$ cat config.mk
export PLATFORM = sky130hd
export DESIGN_NAME = grant_burst_engine_flat
export DESIGN_NICKNAME = d
export VERILOG_FILES = /design/src/rtl/arb_pkg.sv /design/src/rtl/grant_burst_engine_if.sv /design/src/rtl/grant_burst_engine.sv /design/src/flat_wrapper.sv
export SDC_FILE = /design/constraint.sdc
export NUM_CORES = 1
export LEC_CHECK = 0
export ABC_CLOCK_PERIOD_IN_PS = 2580
export CAP_MARGIN = 10
export CORE_UTILIZATION = 39
export CTS_CLUSTER_DIAMETER = 50
export DETAILED_ROUTE_END_ITERATION = 8
export MAX_ROUTING_LAYER = met4
export PLACE_DENSITY = 0.8
export SLEW_MARGIN = 10
export SYNTH_ARGS = -nofsm -noshare
export SYNTH_HDL_FRONTEND = slang
export SYNTH_SLANG_ARGS = --single-unit
$ cat constraint.sdc
create_clock -name clock -period 2.58 [get_ports clock]
set_clock_uncertainty 0.15 [all_clocks]
set_input_delay 0.258 -clock clock [delete_from_list [all_inputs] [get_ports clock]]
set_output_delay 0.258 -clock clock [all_outputs]
set_load 0.02 [all_outputs]
$ cat src/rtl/arb_pkg.sv
// Shared definitions for the two-requester arbiter and the grant burst engine.
package arb_pkg;

    // Burst engine state register, one-hot.
    typedef enum logic [3:0] {
        ST_IDLE = 4'b0001,
        ST_XFER = 4'b0010,
        ST_DONE = 4'b0100,
        ST_WREL = 4'b1000
    } eng_state_t;

    // Requester / source identifiers.
    localparam logic SRC0 = 1'b0;
    localparam logic SRC1 = 1'b1;

    // Arbiter states. They are kept here so both blocks use the same definition.
    typedef enum logic [1:0] {
        ARB_IDLE = 2'd0,
        ARB_GNT0 = 2'd1,
        ARB_GNT1 = 2'd2
    } arb_state_t;

endpackage

$ cat src/rtl/grant_burst_engine_if.sv
// Shared valid/ready burst channel from the engine to the downstream sink.
interface grant_burst_engine_if #(
    parameter int DATA_W = 8
);
    logic              valid;
    logic              ready;
    logic [DATA_W-1:0] data;
    logic              src;
    logic              last;

    modport master (output valid, output data, output src, output last, input ready);
    modport slave  (input valid, input data, input src, input last, output ready);
endinterface

$ cat src/rtl/grant_burst_engine.sv
// Moves a LEN-beat burst from the granted requester onto the shared output
// channel, pulses done for that requester, then waits for the grant to drop.
module grant_burst_engine
    import arb_pkg::*;
#(
    parameter int DATA_W = 8,
    parameter int LEN_W  = 4
) (
    input  logic                  clock,
    input  logic                  reset,
    input  logic                  gnt_0,
    input  logic                  gnt_1,
    input  logic [LEN_W-1:0]      len_0,
    input  logic [LEN_W-1:0]      len_1,
    input  logic [DATA_W-1:0]     data_0,
    input  logic [DATA_W-1:0]     data_1,
    output logic                  rd_0,
    output logic                  rd_1,
    grant_burst_engine_if.master  out,
    output logic                  done_0,
    output logic                  done_1,
    output logic                  busy,
    output logic                  err
);

    eng_state_t       state;
    logic             sel;
    logic [LEN_W-1:0] rem;
    logic             err_q;

    logic              xfer;
    logic              accept;
    logic              gnt_sel;
    logic [DATA_W-1:0] data_sel;

    assign xfer     = (state == ST_XFER);
    assign gnt_sel  = (sel == SRC1) ? gnt_1 : gnt_0;
    assign data_sel = (sel == SRC1) ? data_1 : data_0;
    assign accept   = xfer && out.ready;

    // NOTE: payload is forced to zero outside XFER so an idle channel never
    // shows a requester's stale data.
    assign out.valid = xfer;
    assign out.data  = xfer ? data_sel : '0;
    assign out.src   = sel;
    assign out.last  = xfer && (rem == LEN_W'(1));

    assign rd_0   = accept && (sel == SRC0);
    assign rd_1   = accept && (sel == SRC1);
    assign done_0 = (state == ST_DONE) && (sel == SRC0);
    assign done_1 = (state == ST_DONE) && (sel == SRC1);
    assign busy   = (state != ST_IDLE);
    assign err    = err_q;

    // Burst sequencing: grant acceptance, beat counting, abort and release.
    always_ff @(posedge clock) begin
        // NOTE: reset is synchronous; it is only seen on a rising clock edge,
        // so it lives inside the clocked branch, not the sensitivity list.
        if (reset) begin
            state <= ST_IDLE;
            sel   <= SRC0;
            rem   <= '0;
            err_q <= 1'b0;
        end else begin
            // NOTE: err defaults low every cycle so any set below is a single pulse.
            err_q <= 1'b0;
            case (state)
                ST_IDLE: begin
                    if (gnt_0 && gnt_1) begin
                        err_q <= 1'b1;
                    end else if (gnt_0) begin
                        sel <= SRC0;
                        rem <= len_0;
                        if (len_0 != '0) state <= ST_XFER;
                        else             state <= ST_DONE;
                    end else if (gnt_1) begin
                        sel <= SRC1;
                        rem <= len_1;
                        if (len_1 != '0) state <= ST_XFER;
                        else             state <= ST_DONE;
                    end
                end
                ST_XFER: begin
                    // A beat accepted in the abort cycle still counts.
                    if (accept && (rem != '0)) rem <= rem - LEN_W'(1);
                    if (!gnt_sel) begin
                        state <= ST_IDLE;
                        err_q <= 1'b1;
                    end else if (accept && (rem == LEN_W'(1))) begin
                        state <= ST_DONE;
                    end
                end
                ST_DONE: begin
                    state <= ST_WREL;
                end
                ST_WREL: begin
                    if (!gnt_sel) state <= ST_IDLE;
                end
                default: begin
                    state <= ST_IDLE;
                end
            endcase
        end
    end

endmodule

$ cat src/flat_wrapper.sv
// flat-port wrapper written by rule: the top's interface ports become plain ports
module grant_burst_engine_flat import arb_pkg::*;
#(
    parameter int DATA_W = 8,
    parameter int LEN_W  = 4
)
  (clock, reset, gnt_0, gnt_1, len_0, len_1, data_0, data_1, rd_0, rd_1, done_0, done_1, busy, err, out_valid, out_data, out_src, out_last, out_ready);
  grant_burst_engine_if #(.DATA_W(DATA_W)) out_i ();
  input  logic clock;
  input  logic reset;
  input  logic gnt_0;
  input  logic gnt_1;
  input  logic [LEN_W-1:0] len_0;
  input  logic [LEN_W-1:0] len_1;
  input  logic [DATA_W-1:0] data_0;
  input  logic [DATA_W-1:0] data_1;
  output logic rd_0;
  output logic rd_1;
  output logic done_0;
  output logic done_1;
  output logic busy;
  output logic err;
  output wire logic [$bits(out_i.valid)-1:0] out_valid;
  output wire logic [$bits(out_i.data)-1:0] out_data;
  output wire logic [$bits(out_i.src)-1:0] out_src;
  output wire logic [$bits(out_i.last)-1:0] out_last;
  input wire logic [$bits(out_i.ready)-1:0] out_ready;
  assign out_valid = out_i.valid;
  assign out_data = out_i.data;
  assign out_src = out_i.src;
  assign out_last = out_i.last;
  assign out_i.ready = out_ready;
  grant_burst_engine #(.DATA_W(DATA_W), .LEN_W(LEN_W)) u_core (.clock(clock), .reset(reset), .gnt_0(gnt_0), .gnt_1(gnt_1), .len_0(len_0), .len_1(len_1), .data_0(data_0), .data_1(data_1), .rd_0(rd_0), .rd_1(rd_1), .out(out_i), .done_0(done_0), .done_1(done_1), .busy(busy), .err(err));
endmodule
==> impl_metrics.toml <==
[outcome]
outcome = "complete, no violations"

[yosys]
yosysMostFrequentCell = "nor2_1"
synth_area_leaders = "dfxtp_1 (23%), mux2i_1 (13%), nor2_1 (8.2%), ha_1 (5.7%), inv_1 (3.4%)"
synth_async_sr_flop_share_pct = 0
yosysTopAreaCell = "dfxtp_1"
synth_area_um2 = 871
ys_ff_latch = 10
syn_area_per_cell_um2 = 8.22
synthTopCellsByCount = "nor2_1 (19), mux2i_1 (11), dfxtp_1 (10), inv_1 (8), nand2_1 (6)"
ys.flop_type = "dfxtp_1"
yosysSeqAreaShare_pct = 23.0
synth_cell_type_count = 39
syn_nets = 139
synth_top_area_share_pct = 23.0
yosys_warnings = 0
netlist_instances = 106
synth_edf_count = 0

[critical_path]
cp-start-kind = "register"
cpPeakStageDelay_ns = 0.74
critPathArrivalTime_ns = 2.13
critical_path.n_buffers_inverters = 1
slowest_stage = "or4b_2"
cp_cell_sequence = "or4b_2 > nor2_1 > clkdlybuf4s50_1"
crit_family = "simple AND/OR/NAND/NOR gates"
end_kind = "output port"
ff2ff_path_depth = 6
cp_max_fo = 4
worstPathRequired_ns = 2.17
worstSetupPathType = "register to output port"
path_depth = 3

[cts]
cts.sinks = 10
cts_buffers = 3
cts_tree = "built"
path_clk_slew_ns = 0.06
clockBufferDepth = 2
htree_levels = 1
clock-root-buffer = "clkbuf_4"
worstSkewPairLatency_ns = 0.26

[timing]
fin_hold_ws_ns = 0.364
min_period_ns = 2.54
worst_pin_slew_ns = 0.591
report.final.slew_viol_count = 0
tns_ns = 0
finalHoldViolCount = 0
period_share_pct = 98.4
rsz0062_at_grt = "no"
slew_headroom_pct = 60.5
setup_ws_ns = 0.0421
final-setup-viol-count = 0
max_freq_ghz = 0.394

[final_layout]
n_antenna_cell = 0
drive_gt1_share_pct = 9.21
syn_to_final_growth_pct = 59.9
finish.net_count = 187

[floorplanning]
rows = 16
core_um2 = 2020
die_h_um = 49.3
die_width_um = 49.3
start_util_pct = 43.1
ios = 46
fp.dieArea_um2 = 2430

[placed_design]
port_buffers = 45
gp_congestion = 0.830
dp_hpwl_mm = 2.11
dpl_worst_slack_ns = 0.178

[grt]
antenna_found_initial = 0
grt_pass1_wl_mm = 4.19
grt_pass1_vias = 960
grt_usage_pct = 22.7
overflow = 0
grt_max_degree = 15

[power]
power_density_nw_per_um2 = 639
p_leak_nw = 0.683
ir_worst_vdd_mv = 0.536

[route]
wl_per_cell_um = 14.4
vias = 958
final_antenna_net_count = 0
drc = 0
drt_first_pass_iters = 4
routed_wl_mm = 2.59
first_iter_violations = 6
avgViaCountPerCell = 5.35

[run]
drv_cap = 0

[worst_hold_path]
hold_depth = 2
hold_path.class = "register to register"
[cell type report]
type	instances	area, um^2
fillers	173	629
multi-input cells	81	593
repair buffers	49	497
flip-flops and latches	10	200
inverters	9	46.3
well taps	27	33.8
clock buffers	3	22.5
[power by group]
part	internal [mW]	total (mW)	switching (mW)
combinational	0.275	0.531	0.256
clock	0.0537	0.103	0.0495
sequential	0.195	0.255	0.0604
total	0.524	0.889	0.366
[placed cells by master (no fill, tap or decap), drive strengths merged, types with 2 or more instances in the layout]
master and count:
a211oi 2, a21oi 3, a22oi 2, a31oi 2, buf 4, clkbuf 3, clkdlybuf4s50 34, dfxtp 10
dlygate4sd2 3, dlymetal6s2s 8, ha 4, inv 8, mux2i 11, nand2 6, nor2 19, nor3 5
nor4b 3, o21ai 3, o22a 2, o32ai 2, or4b 2
[metrics by stage]
step | total power, mW | std cells | util (%) | cell area [um^2]
2_1_floorplan | 0.601 | 106 | - | 871
3_3_place_gp | 0.782 | 176 | 67.0 | 1350
3_5_place_dp | 0.792 | 176 | 67.0 | 1350
4_1_cts | 0.897 | 179 | 67.9 | 1370
5_1_grt | 0.957 | 179 | 68.9 | 1390
6_report | 0.889 | 179 | 68.9 | 1390
[cell families after synthesis]
logic type | share of synthesized area [%]
DFF | 23.0
buffers and inverters | 8.91
adders and majority gates | 5.75
AOI/OAI and AO/OA | 21.6
and+or+nand+nor | 26.9
muxes | 13.9
[sequential cells by signal, indices dropped and copies added (netlist names)]
signal / cells
u_core.err: 1
u_core.state: 4
u_core.rem: 4
u_core.out.src: 1
[what timing repair did]
action	CTS	global route
endpoints found under the setup margin	3	8
pin swaps	0	0
gates resized for setup	3	8
buffers inserted	0	0
hold buffers	0	0
[per-layer routing]
metal	vias up	GRT usage, %	wire length, um
li1	482	-	-
met1	462	23.0	1080
met2	14	45.2	1450
met3	0	4.67	65
met4	0	1.47	0
met5	-	-	0
[worst min-delay path: stages (launching register included)]
cell and delay [ns]:
dfxtp_1 0.32, o21ai_0 0.07, a21oi_1 0.07
[path summary, 6_finish.rpt]
| path | from | end | slack [ns] |
|---|---|---|---|
| max | u_core.state[1] | done_1 | 0.04 |
| min | u_core.rem[1] | u_core.rem[1] | 0.36 |
| max reg2reg | u_core.state[2] | u_core.rem[2] | 0.47 |
| min reg2reg | u_core.rem[1] | u_core.rem[1] | 0.36 |
Note: power is estimated with default switching activity, not from simulation.
